[config.mk]
export PLATFORM = sky130hd
export DESIGN_NAME = serial_subtractor_4_bit
export DESIGN_NICKNAME = d
export VERILOG_FILES = /design/src/rtl/serial_subtractor_4_bit.sv
export SDC_FILE = /design/constraint.sdc
export NUM_CORES = 1
export LEC_CHECK = 0
export ABC_AREA = 1
export CORE_UTILIZATION = 46
export CTS_BUF_LIST = sky130_fd_sc_hd__clkbuf_4
export DETAILED_ROUTE_END_ITERATION = 7
export PLACE_DENSITY_LB_ADDON = 0.1
export SLEW_MARGIN = 15
export SYNTH_ARGS = -nofsm -noshare
export SYNTH_HDL_FRONTEND = slang
export SYNTH_SLANG_ARGS = --single-unit
export TNS_END_PERCENT = 100
[constraint.sdc]
create_clock -name clk -period 3.5 [get_ports clk]
set_input_delay 0.7 -clock clk [delete_from_list [all_inputs] [get_ports clk]]
set_output_delay 0.7 -clock clk [all_outputs]
set_load 0.03 [all_outputs]
[src/rtl/serial_subtractor_4_bit.sv]
// rtl/serial_subtractor_4_bit.sv - bit-serial unsigned subtractor, LSB first, with borrow and zero flags
module serial_subtractor_4_bit #(
  parameter int WIDTH = 4
) (
  input  logic             clk,
  input  logic             rst_n,
  input  logic             start,
  input  logic [WIDTH-1:0] A,
  input  logic [WIDTH-1:0] B,
  output logic [WIDTH-1:0] D,
  output logic             B_out,
  output logic             Z,
  output logic             busy,
  output logic             done
);

  localparam int CW = $clog2(WIDTH + 1);
  localparam logic [CW-1:0] LAST_BIT = CW'(WIDTH - 1);

  typedef enum logic [1:0] {
    IDLE = 2'd0,
    RUN  = 2'd1,
    DONE = 2'd2
  } state_t;

  state_t           state_q, state_d;
  logic [WIDTH-1:0] a_q, a_d;
  logic [WIDTH-1:0] b_q, b_d;
  logic [WIDTH-1:0] r_q, r_d;
  logic             bw_q, bw_d;
  logic [CW-1:0]    cnt_q, cnt_d;
  logic [WIDTH-1:0] diff_q, diff_d;
  logic             bout_q, bout_d;
  logic             z_q, z_d;

  logic             a_bit, b_bit, d_bit, bw_next;
  logic [WIDTH:0]   r_cat;
  logic [WIDTH-1:0] r_shift;

  // One full-subtractor slice working on the current LSBs of the operand shift registers
  always_comb begin
    a_bit   = a_q[0];
    b_bit   = b_q[0];
    d_bit   = a_bit ^ b_bit ^ bw_q;
    bw_next = (~a_bit & b_bit) | (~(a_bit ^ b_bit) & bw_q);
    r_cat   = {d_bit, r_q};
    r_shift = r_cat[WIDTH:1];
  end

  // Next-state: latch operands on start, walk WIDTH bits, publish result on the last bit
  always_comb begin
    state_d = state_q;
    a_d     = a_q;
    b_d     = b_q;
    r_d     = r_q;
    bw_d    = bw_q;
    cnt_d   = cnt_q;
    diff_d  = diff_q;
    bout_d  = bout_q;
    z_d     = z_q;
    case (state_q)
      IDLE: begin
        if (start) begin
          a_d     = A;
          b_d     = B;
          bw_d    = 1'b0;
          cnt_d   = '0;
          state_d = RUN;
        end
      end
      RUN: begin
        a_d   = a_q >> 1;
        b_d   = b_q >> 1;
        r_d   = r_shift;
        bw_d  = bw_next;
        cnt_d = cnt_q + CW'(1);
        if (cnt_q == LAST_BIT) begin
          state_d = DONE;
          diff_d  = r_shift;
          bout_d  = bw_next;
          z_d     = (r_shift == '0);
        end
      end
      DONE: begin
        state_d = IDLE;
      end
      default: begin
        state_d = IDLE;
      end
    endcase
  end

  // State and datapath registers; reset abandons any operation and clears the published result
  always_ff @(posedge clk or negedge rst_n) begin
    if (!rst_n) begin
      state_q <= IDLE;
      a_q     <= '0;
      b_q     <= '0;
      r_q     <= '0;
      bw_q    <= 1'b0;
      cnt_q   <= '0;
      diff_q  <= '0;
      bout_q  <= 1'b0;
      z_q     <= 1'b0;
    end else begin
      state_q <= state_d;
      a_q     <= a_d;
      b_q     <= b_d;
      r_q     <= r_d;
      bw_q    <= bw_d;
      cnt_q   <= cnt_d;
      diff_q  <= diff_d;
      bout_q  <= bout_d;
      z_q     <= z_d;
    end
  end

  // Status decoded straight from the registered state
  always_comb begin
    busy  = (state_q == RUN);
    done  = (state_q == DONE);
    D     = diff_q;
    B_out = bout_q;
    Z     = z_q;
  end

endmodule
# After elaboration in Yosys (flattened, before gate mapping)
# Cells that the tools add are included.
[word_totals]
ff_bits = 24
out_inout_bits = 8
[classes]
add_sub_neg = 1
n_eq_ne = 5
n_mux = 11
n_bitwise = 7
reduce_logical = 6
[ops]
columns = ["op", "n"]
rows = [
  ["$pmux W4 S2", 2],
  ["$mux W4", 2],
  ["$pmux W3 S2", 1],
  ["$reduce_and A2 Y1", 3],
  ["$logic_not A4 Y1", 1],
  ["$mux W2", 2],
  ["$pmux W2 S2", 1],
  ["$add A3 B1 Y3 const B", 1],
  ["$eq A3 B2 Y1 const B", 1],
  ["$mux W3", 1],
  ["$and A1 B1 Y1", 2],
  ["$eq A2 B1 Y1 const B", 1],
  ["$eq A2 B2 Y1 const B", 1],
  ["$logic_not A2 Y1", 1],
  ["$ne A2 B1 Y1 const B", 1],
  ["$ne A2 B2 Y1 const B", 1],
  ["$not A1 Y1", 2],
  ["$pmux W1 S2", 1],
  ["$reduce_bool A2 Y1", 1],
  ["$xor A1 B1 Y1", 2],
  ["$mux W1", 1],
  ["$or A1 B1 Y1", 1],
]

# Depth between registers and ports, before layout
# Gate-level depths: netlist (run 1).
[depth]
ltp_word = 5
depth_mapped = 6

# Worst setup path after synthesis (run 1)
# OpenSTA, ideal clock, no wires.
[synth_path]
kind = "reg-to-output"
from = "reg state_q[0]"
to = "out done"
t_arrival_ps = 990
t_required_ps = 2800
path_slack_ps = 1810
path_stages_with_launch = 3
n_path_buf = 1
cell_sequence = "dfrtp_1 buf_6 nor2_1"
[synth_via]
elab_chain_cells = 1
[synth_lines]
columns = ["element", "line", "source"]
rows = [
  ["start, declared", "26", "state_t state_q, state_d;"],
  ["start signal, assigned", "106", "state_q <= state_d;"],
  ["$eq A2 B2 Y1", "121", "done = (state_q == DONE);"],
  ["end, declared", "14", "output logic done"],
]
# Every way passes these cells.

# Worst setup path after layout (run 1)
[layout_path]
from = "reg state_q[0]"
to = "out busy"
[layout_via]
elab_chain_cells = 1
[layout_lines]
columns = ["element", "line", "source"]
rows = [
  ["$eq A2 B1 Y1", "120", "busy = (state_q == RUN);"],
  ["end, declared", "13", "output logic busy,"],
]
# Every way passes these cells.

==> results_dict.tcl, run 1 <==
set metrics [dict create \
    maxSlewHeadroom 0.665 \
    slowest_stage "clkdlybuf4s50_1" \
    final_nets 158 \
    cts-hold-fix-buffers 0 \
    postRouteAntennaNets 0 \
    die_h_um 50.8 \
    numCtsBuffers 3 \
    ys_ff_latch 23 \
    initial_core_util 0.491 \
    crit_fanout 13 \
    ys.flop_type "dfrtp_1" \
    dieArea_mm2 0.00258 \
    wl_mm 1.83 \
    synth-edff-count 0 \
    worstHoldPathType "input port to async pin" \
    post_cts.repair.setup_buffers 0 \
    hold_viol 0 \
    n_fill_cell 214 \
    yosysMostFrequentCell "nand2_1" \
    critPathBufInv 2 \
    via_per_inst 4.72 \
    clk_path_buf_depth 2 \
    dp_hpwl_mm 1.34 \
    fmax_mhz 398 \
    firstDrtPassIters 4 \
    status "finished, final reports clean" \
    grt_pass1_vias 789 \
    syn_area_mm2 0.00110 \
    path_clk_slew_ns 0.13 \
    drive_gt1_frac 0.112 \
    diodes 0 \
    htree_levels 1 \
    multi_input_area_um2 398 \
    worstPathCellList "inv_2 > nor2_4 > clkdlybuf4s50_1" \
    drt_iter0_markers 14 \
    ios 19 \
    r2r_end "a_q[2]$_DFFE_PN0P_" \
    yosysUniqueCellTypes 18 \
    die_w_um 50.8 \
    slowest_delay_ns 0.67 \
    hold_ws_ns 0.338 \
    reg2reg_depth 4 \
    power_density_mw_per_mm2 921 \
    worst_ep_required_time_ns 2.80 \
    track_usage 0.182 \
    min_period_over_period 0.718 \
    avgRoutedWirePerCell_um 10.7 \
    max_cap_viol_count 0 \
    route.detailed.drc 0 \
    cts.sinks 23 \
    synthCells 125 \
    setup_viol 0 \
    crit_type "register to output port" \
    async_reset_ff_frac 1.00 \
    coreArea_mm2 0.00223 \
    r2r_slack_ns 2.07 \
    grt_remaining_overflow 0 \
    cp.arrival_ns 1.81 \
    syn_nets 139 \
    syn_avg_cell_area_um2 8.78 \
    grt_pass1_wl_mm 3.41 \
    vias 807 \
    yosys-top-cells-area "dfrtp_1 52%, nand2_1 12%, inv_1 6.5%" \
    tightest_slew_ns 0.502 \
    drv_slew 0 \
    place.gp.congestion 0.755 \
    area_growth_pct 17.6 \
    layout.area.seq_um2 576 \
    critPathCaptureType "output port" \
    leakagePower_uw 0.000659 \
    synthTopCellsByCount "36 x nand2_1, 23 x dfrtp_1, 19 x inv_1, 12 x nand3_1, 9 x o21ai_1" \
    cts_resized 0 \
    yosysTopAreaCellShare 0.525 \
    synth.yosys.seq_area_share 0.525 \
    antenna_found_initial 0 \
    cts_root_buf "clkbuf_4" \
    crit_family "buffers and inverters" \
    ir_worst_vdd_mv 0.500 \
    rsz0062_at_grt "false" \
    synth_area_leader_cell "dfrtp_1" \
    skew_ns 0.00464 \
    crit_path_start_kind "register" \
    io_buffers 18 \
    finalSetupTns_ns 0 \
    cts_tree "yes" \
    clock_latency_ns 0.31 \
    timing.rr.start "state_q[0]$_DFFE_PN0P_" \
    grt_max_degree 24 \
    yosysWarnings 0 \
    num_rows 17 \
    min_period_ns 2.51 \
]
power breakdown:
part	switching, uW	leakage, uW	internal [uW]
Clock	78.8	0.0000177	42.6
Sequential	88.6	0.000287	389
Combinational	358	0.000354	232
placed cells by master (no fill, tap or decap):
cell | Yosys | layout
nor2_4 | 1 | 1
nand3_2 | 1 | 1
clkbuf_4 | 0 | 3
dfrtp_1 | 23 | 23
o22ai_1 | 1 | 1
inv_1 | 19 | 19
fa_1 | 1 | 1
clkdlybuf4s50_1 | 0 | 17
nand2_1 | 36 | 36
nand2_2 | 3 | 3
nor2_1 | 5 | 5
a21oi_1 | 1 | 1
ha_1 | 2 | 2
nand3_1 | 12 | 12
nand2_4 | 1 | 1
inv_2 | 2 | 2
o21ai_1 | 9 | 9
o21ai_0 | 1 | 1
buf_2 | 0 | 1
o21ai_2 | 3 | 3
clkinv_2 | 0 | 1
worst reg2reg max path: stages, from the launching register on:
cell and delay [ns]:
dfrtp_1 0.65, nand2_2 0.31, nand2_2 0.25, nand3_1 0.11, nand2_1 0.07
routing by layer:
metal,part of all wire,GRT usage,vias to the layer above
met2,0.48,0.293,8
li1,-,-,423
met4,0.0093,0.0833,0
met1,0.49,0.242,374
met5,0,0,-
met3,0.021,0.0268,2
registers in the layout, summed over array words and instances, names as in the netlist, 2 cells and up:
register and flops:
b_q 4, a_q 4, r_q 3, state_q 2, D 4, cnt_q 3
final cells by class:
cell class                 count  share of cell area
tap                           28              0.0272
multi-input combinational     77               0.308
timing repair buffer          18               0.136
clock inverter                 1             0.00388
inverter                      21              0.0611
clock buffer                   3              0.0175
sequential                    23               0.446
cells by family (layout without fill, tap and decap cells):
family | Yosys count | count (layout) | synth area share
flip-flops | 23 | 23 | 0.525
buffers and inverters | 25 | 43 | 0.113
AND/OR/NAND/NOR | 59 | 59 | 0.242
AO/OA/AOI/OAI | 15 | 15 | 0.0798
adder cells (fa/ha/maj) | 3 | 3 | 0.0410
worst max-delay path by stage:
stage                                       from   end  slack, ns  cells after the start
final                     state_q[0]$_DFFE_PN0P_  busy       0.99                      3
after global routing      state_q[0]$_DFFE_PN0P_  busy       0.88                      3
after CTS                 state_q[0]$_DFFE_PN0P_  busy       0.96                      3
after detailed placement  state_q[0]$_DFFE_PN0P_  busy       1.33                      3
after global placement    state_q[0]$_DFFE_PN0P_  busy       1.36                      3
after floorplan           state_q[0]$_DFFE_PN0P_  done       1.81                      2
through the flow:
step / total power (uW) / utilization / area (um2) / std cells / worst slack (ns)
global placement: 1070 / 0.568 / 1270 / 167 / 1.36
floorplan: 942 / - / 1100 / 125 / 1.81
detailed placement: 1090 / 0.568 / 1270 / 167 / 1.33
CTS: 1210 / 0.580 / 1290 / 171 / 0.960
global route: 1320 / 0.578 / 1290 / 171 / 0.881
finish: 1190 / 0.578 / 1290 / 171 / 0.987
No activity file was read; power rests on OpenSTA's default activity.
==> run 2, diff against run 1 <==
==> constraint.sdc (replaced) <==
create_clock -name clk -period 2.55 [get_ports clk]
set_input_delay 0.51 -clock clk [delete_from_list [all_inputs] [get_ports clk]]
set_output_delay 0.51 -clock clk [all_outputs]
set_load 0.03 [all_outputs]
==> run 2 against run 1 <==
Net effect: sequential cell count is the same; non-clock buffer count grew 1; cell count grew 0.58%; critical endpoint unchanged.
==> results_dict.tcl, run 2 (same netlist as run 1, synthesis figures left out) <==
set metrics [dict create \
    coreArea_mm2 0.00223 \
    numCtsBuffers 3 \
    min_period_over_period 0.908 \
    max_cap_viol_count 0 \
    die_h_um 50.8 \
    grt_remaining_overflow 0 \
    fmax_mhz 432 \
    grt_max_degree 24 \
    r2r_slack_ns 1.13 \
    critPathCaptureType "output port" \
    route.detailed.drc 0 \
    r2r_end "a_q[2]$_DFFE_PN0P_" \
    leakagePower_uw 0.000664 \
    die_w_um 50.8 \
    hold_viol 0 \
    drive_gt1_frac 0.111 \
    maxSlewHeadroom 0.694 \
    min_period_ns 2.32 \
    clock_latency_ns 0.30 \
    post_cts.repair.setup_buffers 0 \
    grt_pass1_wl_mm 3.37 \
    via_per_inst 4.77 \
    crit_type "register to output port" \
    setup_viol 0 \
    tightest_slew_ns 0.459 \
    slowest_delay_ns 0.67 \
    place.gp.congestion 0.776 \
    hold_ws_ns 0.495 \
    worstHoldPathType "register to register" \
    dp_hpwl_mm 1.36 \
    switching_share 0.436 \
    track_usage 0.176 \
    rsz0062_at_grt "false" \
    final_common_cell "nand2_1" \
    io_buffers 18 \
    slowest_stage "clkdlybuf4s50_1" \
    cts_tree "yes" \
    area_growth_pct 18.9 \
    ir_worst_vdd_mv 0.691 \
    final_nets 159 \
    path_clk_slew_ns 0.12 \
    vias 820 \
    drv_slew 0 \
    skew_ns 0.00482 \
    ios 19 \
    reg2reg_depth 4 \
    status "finished, final reports clean" \
    clk_path_buf_depth 2 \
    cts-hold-fix-buffers 0 \
    crit_family "buffers and inverters" \
    clockPowerShare 0.105 \
    p_comb_frac 0.495 \
    crit_path_start_kind "register" \
    grt_pass1_vias 815 \
    avgRoutedWirePerCell_um 10.5 \
    drt_iter0_markers 19 \
    layout_common_cells "36 x nand2_1, 23 x dfrtp_1, 19 x inv_1" \
    cts_resized 0 \
    htree_levels 1 \
    wl_mm 1.81 \
    diodes 0 \
    num_rows 17 \
    crit_path_start "state_q[0]$_DFFE_PN0P_" \
    worstPathCellList "inv_2 > nor2_4 > clkdlybuf4s50_1" \
    worstSetupPathDepth 3 \
    initial_core_util 0.491 \
    cts.sinks 23 \
    cts_root_buf "clkbuf_4" \
    cp.arrival_ns 1.81 \
    power_density_mw_per_mm2 1260 \
    worst_ep_required_time_ns 2.04 \
    postRouteAntennaNets 0 \
    critPathBufInv 2 \
    firstDrtPassIters 4 \
    timing.rr.start "state_q[0]$_DFFE_PN0P_" \
    switchingPower_uw 716 \
    power_frac_seq 0.401 \
    crit_end "busy" \
    crit_fanout 13 \
    dieArea_mm2 0.00258 \
    antenna_found_initial 0 \
    finalSetupTns_ns 0 \
    p_int_uw 926 \
]
-- run 2: changes by cell type in the layout (fill, tap and decap cells not counted), sizes merged --
| cell | delta |
|---|---|
| clkdlybuf4s50 | +1 |
| clkbuf | +1 |
| clkinv | -1 |
-- run 2: how the worst min path moves through the flow --
stage / startpoint / end / slack [ns] / cells after the start
global placement: cnt_q[1]$_DFFE_PN0P_ / cnt_q[1]$_DFFE_PN0P_ / 0.46 / 2
detailed placement: D[1]$_DFFE_PN0P_ / D[1]$_DFFE_PN0P_ / 0.47 / 2
floorplan: rst_n / B_out$_DFFE_PN0P_ / 0.21 / 0
global route: cnt_q[0]$_DFFE_PN0P_ / cnt_q[0]$_DFFE_PN0P_ / 0.52 / 1
CTS: D[1]$_DFFE_PN0P_ / D[1]$_DFFE_PN0P_ / 0.50 / 2
finish: D[1]$_DFFE_PN0P_ / D[1]$_DFFE_PN0P_ / 0.49 / 2
-- run 2: power groups by stage --
stage / clock [uW] / combinational, uW / sequential, uW
after floorplan: 0 / 576 / 717
after global placement: 0 / 818 / 657
after detailed placement: 0 / 827 / 668
after CTS: 184 / 828 / 659
after global routing: 196 / 932 / 678
final: 172 / 812 / 658
-- run 2: cell type report --
type,instances,area (um2)
flip-flops and latches,23,576
fillers,222,928
repair buffers,19,188
clock buffers,4,30.0
inverters,21,78.8
multi-input cells,77,398
well taps,28,35.0
-- run 2: metal layers --
layer,wire length (um),vias up,global-route usage
met5,0,-,0
met4,12,0,0.0833
met3,41,2,0.0357
met2,878,8,0.287
met1,879,387,0.226
li1,-,423,-
-- run 2: through the flow --
stage	total power, uW	util	worst slack [ns]	area (um2)	std cells
final	1640	0.584	0.234	1310	172
after global placement	1470	0.571	0.602	1270	168
after CTS	1670	0.584	0.211	1310	172
after floorplan	1290	-	1.05	1100	125
after detailed placement	1490	0.571	0.571	1270	168
after global routing	1810	0.584	0.141	1310	172
-- run 2: worst min-delay path, cell delays in order, from the launching register on --
cell     delay, ns
dfrtp_1       0.36
nand2_1       0.06
o21ai_2       0.04
